===== src/rtl/ula_pkg.sv =====
// rtl/ula_pkg.sv - shared ULA control codes, op encodings and sequencer states
package ula_pkg;

    localparam logic [2:0] ULA_AND = 3'b000;
    localparam logic [2:0] ULA_OR  = 3'b001;
    localparam logic [2:0] ULA_ADD = 3'b010;
    localparam logic [2:0] ULA_SUB = 3'b110;
    localparam logic [2:0] ULA_SLT = 3'b111;

    localparam logic OP_MULTU = 1'b0;
    localparam logic OP_DIVU  = 1'b1;

    typedef enum logic [1:0] {
        IDLE = 2'd0,
        RUN  = 2'd1,
        DONE = 2'd2
    } state_t;

endpackage


===== src/rtl/ula_muldiv_seq.sv =====
// rtl/ula_muldiv_seq.sv - 8x8 multiply / 8/8 divide sequencer driving the shared ULA
module ula_muldiv_seq
    import ula_pkg::*;
(
    input  logic       clk,
    input  logic       rst,
    input  logic       Start,
    input  logic       Op,
    input  logic [7:0] OpA,
    input  logic [7:0] OpB,
    output logic       Busy,
    output logic       Done,
    output logic [7:0] Hi,
    output logic [7:0] Lo,
    output logic       DivZero,
    output logic [7:0] SrcA,
    output logic [7:0] SrcB,
    output logic [2:0] ULAControl,
    input  logic [7:0] ULAResult
);

    state_t     state_q, state_d;
    logic [2:0] cnt_q, cnt_d;
    logic [7:0] b_q, b_d;
    logic [7:0] hi_q, hi_d;
    logic [7:0] lo_q, lo_d;
    logic       op_q, op_d;
    logic       divzero_q, divzero_d;

    logic       carry;
    logic       take;
    logic [7:0] r8;

    always_ff @(posedge clk or posedge rst) begin
        if (rst) begin
            state_q   <= IDLE;
            cnt_q     <= 3'd0;
            b_q       <= 8'h00;
            hi_q      <= 8'h00;
            lo_q      <= 8'h00;
            op_q      <= OP_MULTU;
            divzero_q <= 1'b0;
        end else begin
            state_q   <= state_d;
            cnt_q     <= cnt_d;
            b_q       <= b_d;
            hi_q      <= hi_d;
            lo_q      <= lo_d;
            op_q      <= op_d;
            divzero_q <= divzero_d;
        end
    end

    always_comb begin
        state_d    = state_q;
        cnt_d      = cnt_q;
        b_d        = b_q;
        hi_d       = hi_q;
        lo_d       = lo_q;
        op_d       = op_q;
        divzero_d  = divzero_q;
        SrcA       = 8'h00;
        SrcB       = 8'h00;
        ULAControl = ULA_AND;
        r8         = {hi_q[6:0], lo_q[7]};
        carry      = 1'b0;
        take       = 1'b0;

        case (state_q)
            IDLE, DONE: begin
                if (state_q == DONE) begin
                    state_d = IDLE;
                end
                if (Start) begin
                    b_d       = OpB;
                    op_d      = Op;
                    cnt_d     = 3'd0;
                    divzero_d = 1'b0;
                    if (Op == OP_DIVU && OpB == 8'h00) begin
                        hi_d      = OpA;
                        lo_d      = 8'hFF;
                        divzero_d = 1'b1;
                        state_d   = DONE;
                    end else begin
                        hi_d    = 8'h00;
                        lo_d    = OpA;
                        state_d = RUN;
                    end
                end
            end
            RUN: begin
                cnt_d = cnt_q + 3'd1;
                if (op_q == OP_MULTU) begin
                    SrcA       = hi_q;
                    SrcB       = lo_q[0] ? b_q : 8'h00;
                    ULAControl = ULA_ADD;
                    // Wrapped sum is below the addend exactly when the add carried out
                    carry      = (ULAResult < hi_q);
                    hi_d       = {carry, ULAResult[7:1]};
                    lo_d       = {ULAResult[0], lo_q[7:1]};
                end else begin
                    SrcA       = r8;
                    SrcB       = b_q;
                    ULAControl = ULA_SUB;
                    // Shifted-out Hi[7] makes the 9-bit partial remainder >= divisor
                    take       = hi_q[7] | (ULAResult <= r8);
                    hi_d       = take ? ULAResult : r8;
                    lo_d       = {lo_q[6:0], take};
                end
                if (cnt_q == 3'd7) begin
                    state_d = DONE;
                end
            end
            default: begin
                state_d = IDLE;
            end
        endcase
    end

    assign Busy    = (state_q == RUN);
    assign Done    = (state_q == DONE);
    assign Hi      = hi_q;
    assign Lo      = lo_q;
    assign DivZero = divzero_q;

endmodule


===== config.mk =====
export PLATFORM = sky130hd
export DESIGN_NAME = ula_muldiv_seq
export DESIGN_NICKNAME = d
export VERILOG_FILES = /design/src/rtl/ula_pkg.sv /design/src/rtl/ula_muldiv_seq.sv
export SDC_FILE = /design/constraint.sdc
export NUM_CORES = 1
export LEC_CHECK = 0
export CORE_MARGIN = 1
export CORE_UTILIZATION = 52
export CTS_BUF_LIST = sky130_fd_sc_hd__clkbuf_4 sky130_fd_sc_hd__clkbuf_8 sky130_fd_sc_hd__clkbuf_16
export DETAILED_ROUTE_END_ITERATION = 16
export PLACE_DENSITY = 0.86
export SLEW_MARGIN = 15
export SYNTH_ARGS = -nofsm -noshare
export SYNTH_HDL_FRONTEND = slang
export SYNTH_SLANG_ARGS = --single-unit

===== constraint.sdc =====
create_clock -name clk -period 2.88 [get_ports clk]
set_clock_uncertainty 0.1 [all_clocks]
set_input_delay 0.432 -clock clk [delete_from_list [all_inputs] [get_ports clk]]
set_output_delay 0.432 -clock clk [all_outputs]
set_load 0.02 [all_outputs]

==> results.yml <==
finish:
  n_antenna_cell: 0
  fill_cells: 321
  nets: 356
  fin_cells: 362
  layout-drive-gt1-share_pct: 9.936
  area_growth_pct: 32.39
critical_path:
  crit_path_start_kind: "register"
  crit_type: "register to primary output"
  crit_required_ns: 2.35
  path_max_fanout: 10
  end_kind: "primary output"
  rr_worst_depth: 7
  crit_arrival_ns: 2.15
die:
  initial_core_util_pct: 55.74
  io_pins: 66
  dieArea_um2: 4712
  rows: 23
  core_region_area_um2: 4144
  chipHeight_um: 68.65
  die-width_um: 68.65
cts:
  clk_pin_slew_ns: 0.07
  cts_hold_buf: 0
  cts_setup_buffers: 0
  clock_path_buffers: 2
  cts_resized: 0
  cts_tree: "built"
  cts-root-buf: "clkbuf_8"
  htree_levels: 2
  clock_latency_ns: 0.29
  cts_buffers: 5
  clkSinkCount: 31
grt:
  antenna_found_initial: 0
  grt_overflow: 0
  grt_max_degree: 32
  track_usage_pct: 29.07
  grt_pass1_vias: 2008
  grt_pass1_wl_um: 9880
yosys:
  yosysUniqueCellTypes: 50
  synth_top_area_share_pct: 33.59
  synthCells: 250
  synth_flop_cell: "dfrtp_1"
  synthAdderAreaFrac_pct: 9.209
  synth-seq-cells: 31
  seq_area_frac_synth_pct: 33.59
  synth_edf_count: 0
  synth-async-reset-ratio_pct: 100.0
  synth_warnings: 0
  avgSynthCellArea_um2: 9.239
  yosys.area.top_type: "dfrtp_1"
  synth_mux_area_share_pct: 6.501
  synth_xor_area_share_pct: 0
  synth_fp_nets: 295
  synth_top_family_by_area: "compound AO/OA/AOI/OAI gates"
  synth_area_leaders: "dfrtp_1 (34%), ha_1 (9.2%), mux2i_1 (6.5%)"
  synthesis.area_um2: 2310
  synth_compound_area_share_pct: 22.43
  synth_simple_gate_area_share_pct: 20.75
sta:
  rsz0062_at_grt: "false"
  hold_ws_ns: 0.3682
  max_freq_mhz: 372.5
  hold_viol: 0
  setup_viol: 0
  fin_crit_sh_pct: 93.22
  fin_tns_setup_ns: 0
  drv_slew: 0
  post-route-min-period_ns: 2.685
pwr:
  pwr_density_cell_nw_per_um2: 1203
  peakVddDrop_mv: 0.8027
  p_leak_nw: 1.329
route:
  wl_per_cell_um: 17.25
  vias_per_cell: 5.986
  num_vias: 2167
  drcViolationCount: 0
  drt_iter0_drc: 137
  firstDrtPassIters: 4
  drt_wl_total_um: 6243
  postRouteAntennaNets: 0
placed_design:
  detailed_place_hpwl_um: 4684
  gp_congestion: 0.8958
  portBuffers: 64
  dp.cells: 354
hold_path:
  hold_class: "register to register"
  hold_depth: 2
run:
  cap_viol_max_count: 0
run_status:
  outcome: "complete, no violations"
-- layout make-up --
cell class / count / area [µm²] / share of cell area [%]
clock buffer: 6 / 82.58 / 2.700
clock inverter: 2 / 35.03 / 1.146
inverter: 12 / 45.04 / 1.473
multi-input combinational: 190 / 1364 / 44.60
sequential: 31 / 775.7 / 25.37
tap: 50 / 62.56 / 2.046
timing repair buffer: 71 / 693.2 / 22.67
-- metrics by stage --
stage	power [mW]	util, %	instance area [µm²]	setup WS [ns]
after CTS	3.677	73.79	3058	0.1604
after detailed placement	3.214	70.95	2940	0.3757
final	3.679	73.79	3058	0.1953
after global placement	3.139	70.95	2940	0.4250
after global routing	3.941	73.79	3058	0.03722
after floorplan	2.380	-	2310	0.8132
-- power by group --
part | leakage (nW) | total [mW] | switching (mW) | internal [mW]
Combinational | 0.885 | 2.37 | 1.32 | 1.05
Sequential | 0.384 | 0.861 | 0.219 | 0.643
Clock | 0.0612 | 0.448 | 0.169 | 0.280
Total | 1.33 | 3.68 | 1.70 | 1.98
-- cells in the final DEF, fill, tap and decap left out, types with 2 or more instances in the layout --
cell / n
o21a_1: 2
and2_1: 9
nor3_1: 7
nand4_1: 8
mux2i_1: 15
ha_1: 17
a21o_2: 2
clkbuf_8: 6
dfrtp_1: 31
nor2_1: 17
clkdlybuf4s50_1: 64
buf_4: 7
nand3_1: 10
o21ai_1: 3
o21ai_0: 10
o211ai_1: 7
a221oi_1: 6
inv_1: 11
a22o_1: 8
a21oi_1: 5
nand2_1: 33
o221ai_1: 7
-- critical path: stages, from the launching register on --
cell and delay, ns:
dfrtp_1 0.48, nand2b_4 0.24, nor2_1 0.34, and2_1 0.20, clkdlybuf4s50_1 0.60
-- per-layer routing --
metal	GRT usage, %	up-vias	share of wire (%)
met1	36.24	1006	42
li1	-	1044	-
met3	4.112	10	6.4
met4	10.16	0	1.8
met5	0	-	0
met2	50.86	107	50
-- state kept, by name (all words and copies together), names as in the netlist --
signal   flops
op_q         1
cnt_q        3
state_q      2
Lo           8
DivZero      1
Hi           8
b_q          8
-- path summary, 6_finish.rpt --
path                       startpoint      end  slack [ns]
max                        state_q[1]  SrcB[6]        0.20
min                            b_q[0]   b_q[0]        0.37
max reg2reg                     Hi[6]    Lo[0]        0.71
min reg2reg                    b_q[0]   b_q[0]        0.37
max in group asynchronous         rst   b_q[6]        1.97
min in group asynchronous         rst   b_q[1]        0.43
-- cell families after synthesis --
logic type,Yosys count
and+or+nand+nor,93
AOI/OAI and AO/OA,64
DFF,31
buffers and inverters,29
adders and majority gates,17
muxes,15
other,1
-- synthesized netlist by cell type (8+ instances only) --
| cell | number |
|---|---|
| mux2i_1 | 15 |
| nand3_1 | 10 |
| and2_1 | 9 |
| inv_1 | 11 |
| ha_1 | 17 |
| o21ai_0 | 10 |
| dfrtp_1 | 31 |
| nor2_1 | 17 |
| nand4_1 | 8 |
| a22o_1 | 8 |
| nand2_1 | 33 |
Power figures use the tool's default switching activity.
